## config.mk

```make
export PLATFORM = sky130hd
export DESIGN_NAME = branch_predictor
export DESIGN_NICKNAME = d
export VERILOG_FILES = /design/src/rtl/branch_predictor.sv
export SDC_FILE = /design/constraint.sdc
export NUM_CORES = 2
export LEC_CHECK = 0
export BUFFER_PORTS_ARGS = -buffer_cell sky130_fd_sc_hd__buf_2
export CORE_MARGIN = 3
export CORE_UTILIZATION = 41
export DETAILED_ROUTE_END_ITERATION = 12
export PLACE_DENSITY_LB_ADDON = 0.08
export SLEW_MARGIN = 20
export SYNTH_ARGS = -nofsm -noshare
export SYNTH_HDL_FRONTEND = slang
export SYNTH_SLANG_ARGS = --single-unit
```

## constraint.sdc

```tcl
create_clock -name clk -period 17.3 [get_ports clk]
set_input_delay 3.46 -clock clk [delete_from_list [all_inputs] [get_ports clk]]
set_output_delay 3.46 -clock clk [all_outputs]
set_load 0.02 [all_outputs]
```

## src/rtl/branch_predictor.sv

```systemverilog
// Direct-mapped branch history table plus branch target buffer.
// Zero-latency lookup by fetch PC; trained one edge later by resolved branches.
module branch_predictor #(
    parameter int ENTRIES = 16
) (
    input  logic        clk,
    input  logic        rst,
    input  logic [31:0] fetch_pc,
    output logic        pred_taken,
    output logic [31:0] pred_target,
    input  logic        update_valid,
    input  logic [31:0] update_pc,
    input  logic        update_taken,
    input  logic [31:0] update_target,
    input  logic        update_pred_taken,
    output logic [31:0] mispredict_cnt
);
    localparam int IDX_W = $clog2(ENTRIES);
    localparam int TAG_W = 30 - IDX_W;

    logic             valid_q [ENTRIES];
    logic [TAG_W-1:0] tag_q   [ENTRIES];
    logic [1:0]       ctr_q   [ENTRIES];
    logic [31:0]      tgt_q   [ENTRIES];
    logic [31:0]      cnt_q, cnt_d;

    logic [IDX_W-1:0] f_idx, u_idx;
    logic [TAG_W-1:0] f_tag, u_tag;
    logic             f_hit, u_hit;

    function automatic logic [1:0] sat_inc(input logic [1:0] c);
        return (c == 2'b11) ? c : c + 2'b01;
    endfunction

    function automatic logic [1:0] sat_dec(input logic [1:0] c);
        return (c == 2'b00) ? c : c - 2'b01;
    endfunction

    assign f_idx = fetch_pc[IDX_W+1:2];
    assign f_tag = fetch_pc[31:IDX_W+2];
    assign u_idx = update_pc[IDX_W+1:2];
    assign u_tag = update_pc[31:IDX_W+2];

    assign f_hit       = valid_q[f_idx] && (tag_q[f_idx] == f_tag);
    assign u_hit       = valid_q[u_idx] && (tag_q[u_idx] == u_tag);
    assign pred_taken  = f_hit && ctr_q[f_idx][1];
    assign pred_target = pred_taken ? tgt_q[f_idx] : fetch_pc + 32'd4;

    // Only direction errors count; a wrong target on a correct direction does not.
    always_comb begin
        cnt_d = cnt_q;
        if (update_valid && (update_pred_taken != update_taken)) begin
            cnt_d = cnt_q + 32'd1;
        end
    end

    always_ff @(posedge clk) begin
        if (rst) begin
            for (int i = 0; i < ENTRIES; i++) begin
                valid_q[i] <= 1'b0;
                tag_q[i]   <= '0;
                ctr_q[i]   <= 2'b01;
                tgt_q[i]   <= '0;
            end
            cnt_q <= '0;
        end else begin
            cnt_q <= cnt_d;
            if (update_valid) begin
                if (u_hit) begin
                    if (update_taken) begin
                        ctr_q[u_idx] <= sat_inc(ctr_q[u_idx]);
                        tgt_q[u_idx] <= update_target;
                    end else begin
                        ctr_q[u_idx] <= sat_dec(ctr_q[u_idx]);
                    end
                end else if (update_taken) begin
                    // Taken miss evicts whatever alias occupies the slot.
                    valid_q[u_idx] <= 1'b1;
                    tag_q[u_idx]   <= u_tag;
                    ctr_q[u_idx]   <= 2'b10;
                    tgt_q[u_idx]   <= update_target;
                end
            end
        end
    end

    assign mispredict_cnt = cnt_q;
endmodule

```

==> impl_metrics.json <==
{
  "cellPowerDensity_mw_per_mm2": 103,
  "antenna_found_initial": 20,
  "async_reset_ff_share_pct": 0,
  "max_freq_mhz": 81.3,
  "synthXorXnorAreaFrac_pct": 1.81,
  "slowest_stage": "buf_4",
  "avgRoutedWirePerCell_um": 33.8,
  "cts_sinks": 1008,
  "path_clk_slew_ps": 60,
  "yosys.area.top_type": "edfxtp_1",
  "setup_ws_ps": 5000,
  "coreArea_mm2": 0.123,
  "gr-total-overflow": 0,
  "grt.busiest_layer": "met2",
  "ys_types": 69,
  "cpPeakStageDelay_ps": 830,
  "critPathKind": "primary input to primary output",
  "cts_buffer_depth": 3,
  "syn_area_per_cell_um2": 14.6,
  "ys.flop_type": "edfxtp_1",
  "grt_usage_pct": 27.2,
  "rows": 128,
  "cts_max_level": 3,
  "drc": 0,
  "cts_resized": 0,
  "ios": 166,
  "synth_top_family_by_area": "multiplexers",
  "crit_path_start_kind": "primary input",
  "clock_skew_ps": 29.4,
  "die_h_um": 358,
  "max-slew-margin-rel_pct": 23.6,
  "syn-num-nets": 3584,
  "drv_slew": 0,
  "status": "finished, final reports clean",
  "timing.final.crit_period_ps": 12300,
  "cts_setup_buffers": 0,
  "gr-usage-met2_pct": 42.7,
  "gp_congestion": 0.910,
  "pre_cts_ws_ps": 5150,
  "vias": 33300,
  "hold_path.class": "flip-flop to flip-flop",
  "drtPass1Iterations": 5,
  "start_util_pct": 41.6,
  "grt_pass1_wl_mm": 249,
  "fillCellCount": 10700,
  "path_cells": "buf_8 -> buf_4 -> mux4_2 -> mux4_2 -> xnor2_1 -> nand4_1 -> nor4b_1 -> and4b_1 -> nand4_1 -> buf_4 -> mux2_2 -> buf_2",
  "synthMuxAreaShare_pct": 18.9,
  "cts-root-buf": "clkbuf_16",
  "leakage_nw": 22.5,
  "peakVddDrop_uv": 79.7,
  "dieArea_mm2": 0.128,
  "die_w_um": 358,
  "synthCells": 3481,
  "syn_area_mm2": 0.0509,
  "cts_buffers": 113,
  "clkLatencyLatePin_ps": 710,
  "synthAdderAreaFrac_pct": 0.0491,
  "synth_top_cell_area_share_pct": 56.6,
  "cp_max_fo": 64,
  "cp.arrival_ps": 8840,
  "rsz0062_at_grt": "false",
  "grt_pass1_vias": 34200,
  "grt_use_met1_pct": 37.8,
  "grt_max_degree": 129,
  "drtIter0Drc": 3645,
  "worst-endpoint-required_ps": 13840,
  "yosysWarnings": 0,
  "cts_tree": "built",
  "synth.area.top_cells": "edfxtp_1, mux4_2, and3_1, clkbuf_1, dfxtp_1",
  "final_cell_mix": "edfxtp_1, and3_1, mux4_2, buf_2, clkbuf_16",
  "worst_setup_path_end_kind": "primary output",
  "tightest_slew_ps": 1140,
  "yosysSeqAreaShare_pct": 58.5,
  "drive_gt1_share_pct": 25.0,
  "maxCapViolCount": 0,
  "drt-vias-per-instance": 6.43,
  "setup_viol": 0,
  "layout.nets": 3547,
  "fin_crit_sh_pct": 71.1,
  "setup_tns_ps": 0,
  "cts_hold_buf": 0,
  "wl_mm": 175,
  "ant_nets": 0,
  "place_hpwl_mm": 96.2,
  "synth-seq-cells": 1008,
  "syn_to_final_growth_pct": 11.5,
  "synth_edf_count": 960,
  "port_buffers": 163,
  "grt_use_met3_pct": 6.30,
  "final_common_cell": "edfxtp_1",
  "final_hold_viol_count": 0,
  "synthSimpleGateAreaFrac_pct": 14.8,
  "synth-compound-area-share_pct": 2.48
}
-- path summary, 6_finish.rpt --
kind	start	to	slack, ps	cells past startpoint
setup / recovery	fetch_pc[2]	pred_target[22]	5000	12
hold / removal	valid_q[11]$_DFF_P_	valid_q[11]$_DFF_P_	490	1
setup reg to reg	tag_q[11][16]$_SDFFCE_PN0P_	tag_q[7][1]$_SDFFCE_PN0P_	11390	11
hold reg to reg	valid_q[11]$_DFF_P_	valid_q[11]$_DFF_P_	490	1
-- state kept, by name, indices dropped and copies added (netlist names) --
signal	cells
tag_q	416
valid_q	16
ctr_q	32
tgt_q	512
mispredict_cnt	32
-- Yosys cell counts, types with 48 or more instances --
library cell,count
nor2_1,81
xnor2_1,58
edfxtp_1,960
mux4_2,372
clkbuf_1,311
nand2_1,63
mux2i_1,89
o21ai_0,49
buf_2,58
nand3_1,49
dfxtp_1,48
and3_1,943
-- critical path: cells and delay by family --
kind                      cells  cell delay (ps)
xor gates and xnor gates      1              650
muxes                         3             1620
and+or+nand+nor               4              960
buffers and inverters         4             1980
-- report_power, final --
group | internal (W) | total [W] | switching [W]
clock | 0.00139 | 0.00240 | 0.00101
combinational | 0.000230 | 0.000615 | 0.000385
sequential | 0.00279 | 0.00284 | 0.0000494
total | 0.00441 | 0.00586 | 0.00144
-- final cells by class --
class	instances	area (um2)	share of cell area, %
inverters	8	30.0	0.0529
clock buffers	142	2960	5.21
multi-input cells	2059	19700	34.7
flip-flops and latches	1008	29800	52.5
repair buffers	254	1550	2.73
diodes	8	20.0	0.0353
well taps	1625	2030	3.58
clock inverters	68	677	1.19
-- cell families (layout without fill, tap and decap cells) --
| family | count (synthesis) | count (layout) |
|---|---|---|
| AND/OR/NAND/NOR | 1272 | 1272 |
| buffers and inverters | 414 | 472 |
| flip-flops | 1008 | 1008 |
| adder cells (fa/ha/maj) | 2 | 2 |
| AO/OA/AOI/OAI | 186 | 186 |
| other | 0 | 8 |
| XOR/XNOR | 105 | 105 |
| multiplexers | 494 | 494 |
-- through the flow --
step                util [%]  cell area [um2]  hold slack (ps)  power, W  instances
global placement        43.3            53100              462   0.00349       4954
floorplan                  -            50900              443   0.00325       3481
detailed placement      43.3            53100              474   0.00350       4954
finish                  46.3            56800              485   0.00586       5172
global route            46.3            56800              509   0.00603       5166
CTS                     46.3            56700              484   0.00589       5164
-- per-layer routing --
layer  vias up  routed length, um
li1      13800                  -
met1     17500              72100
met2      1715              81100
met3       269              16500
met4         2               5060
met5         -                 13
(Power assumes the default switching activity.)
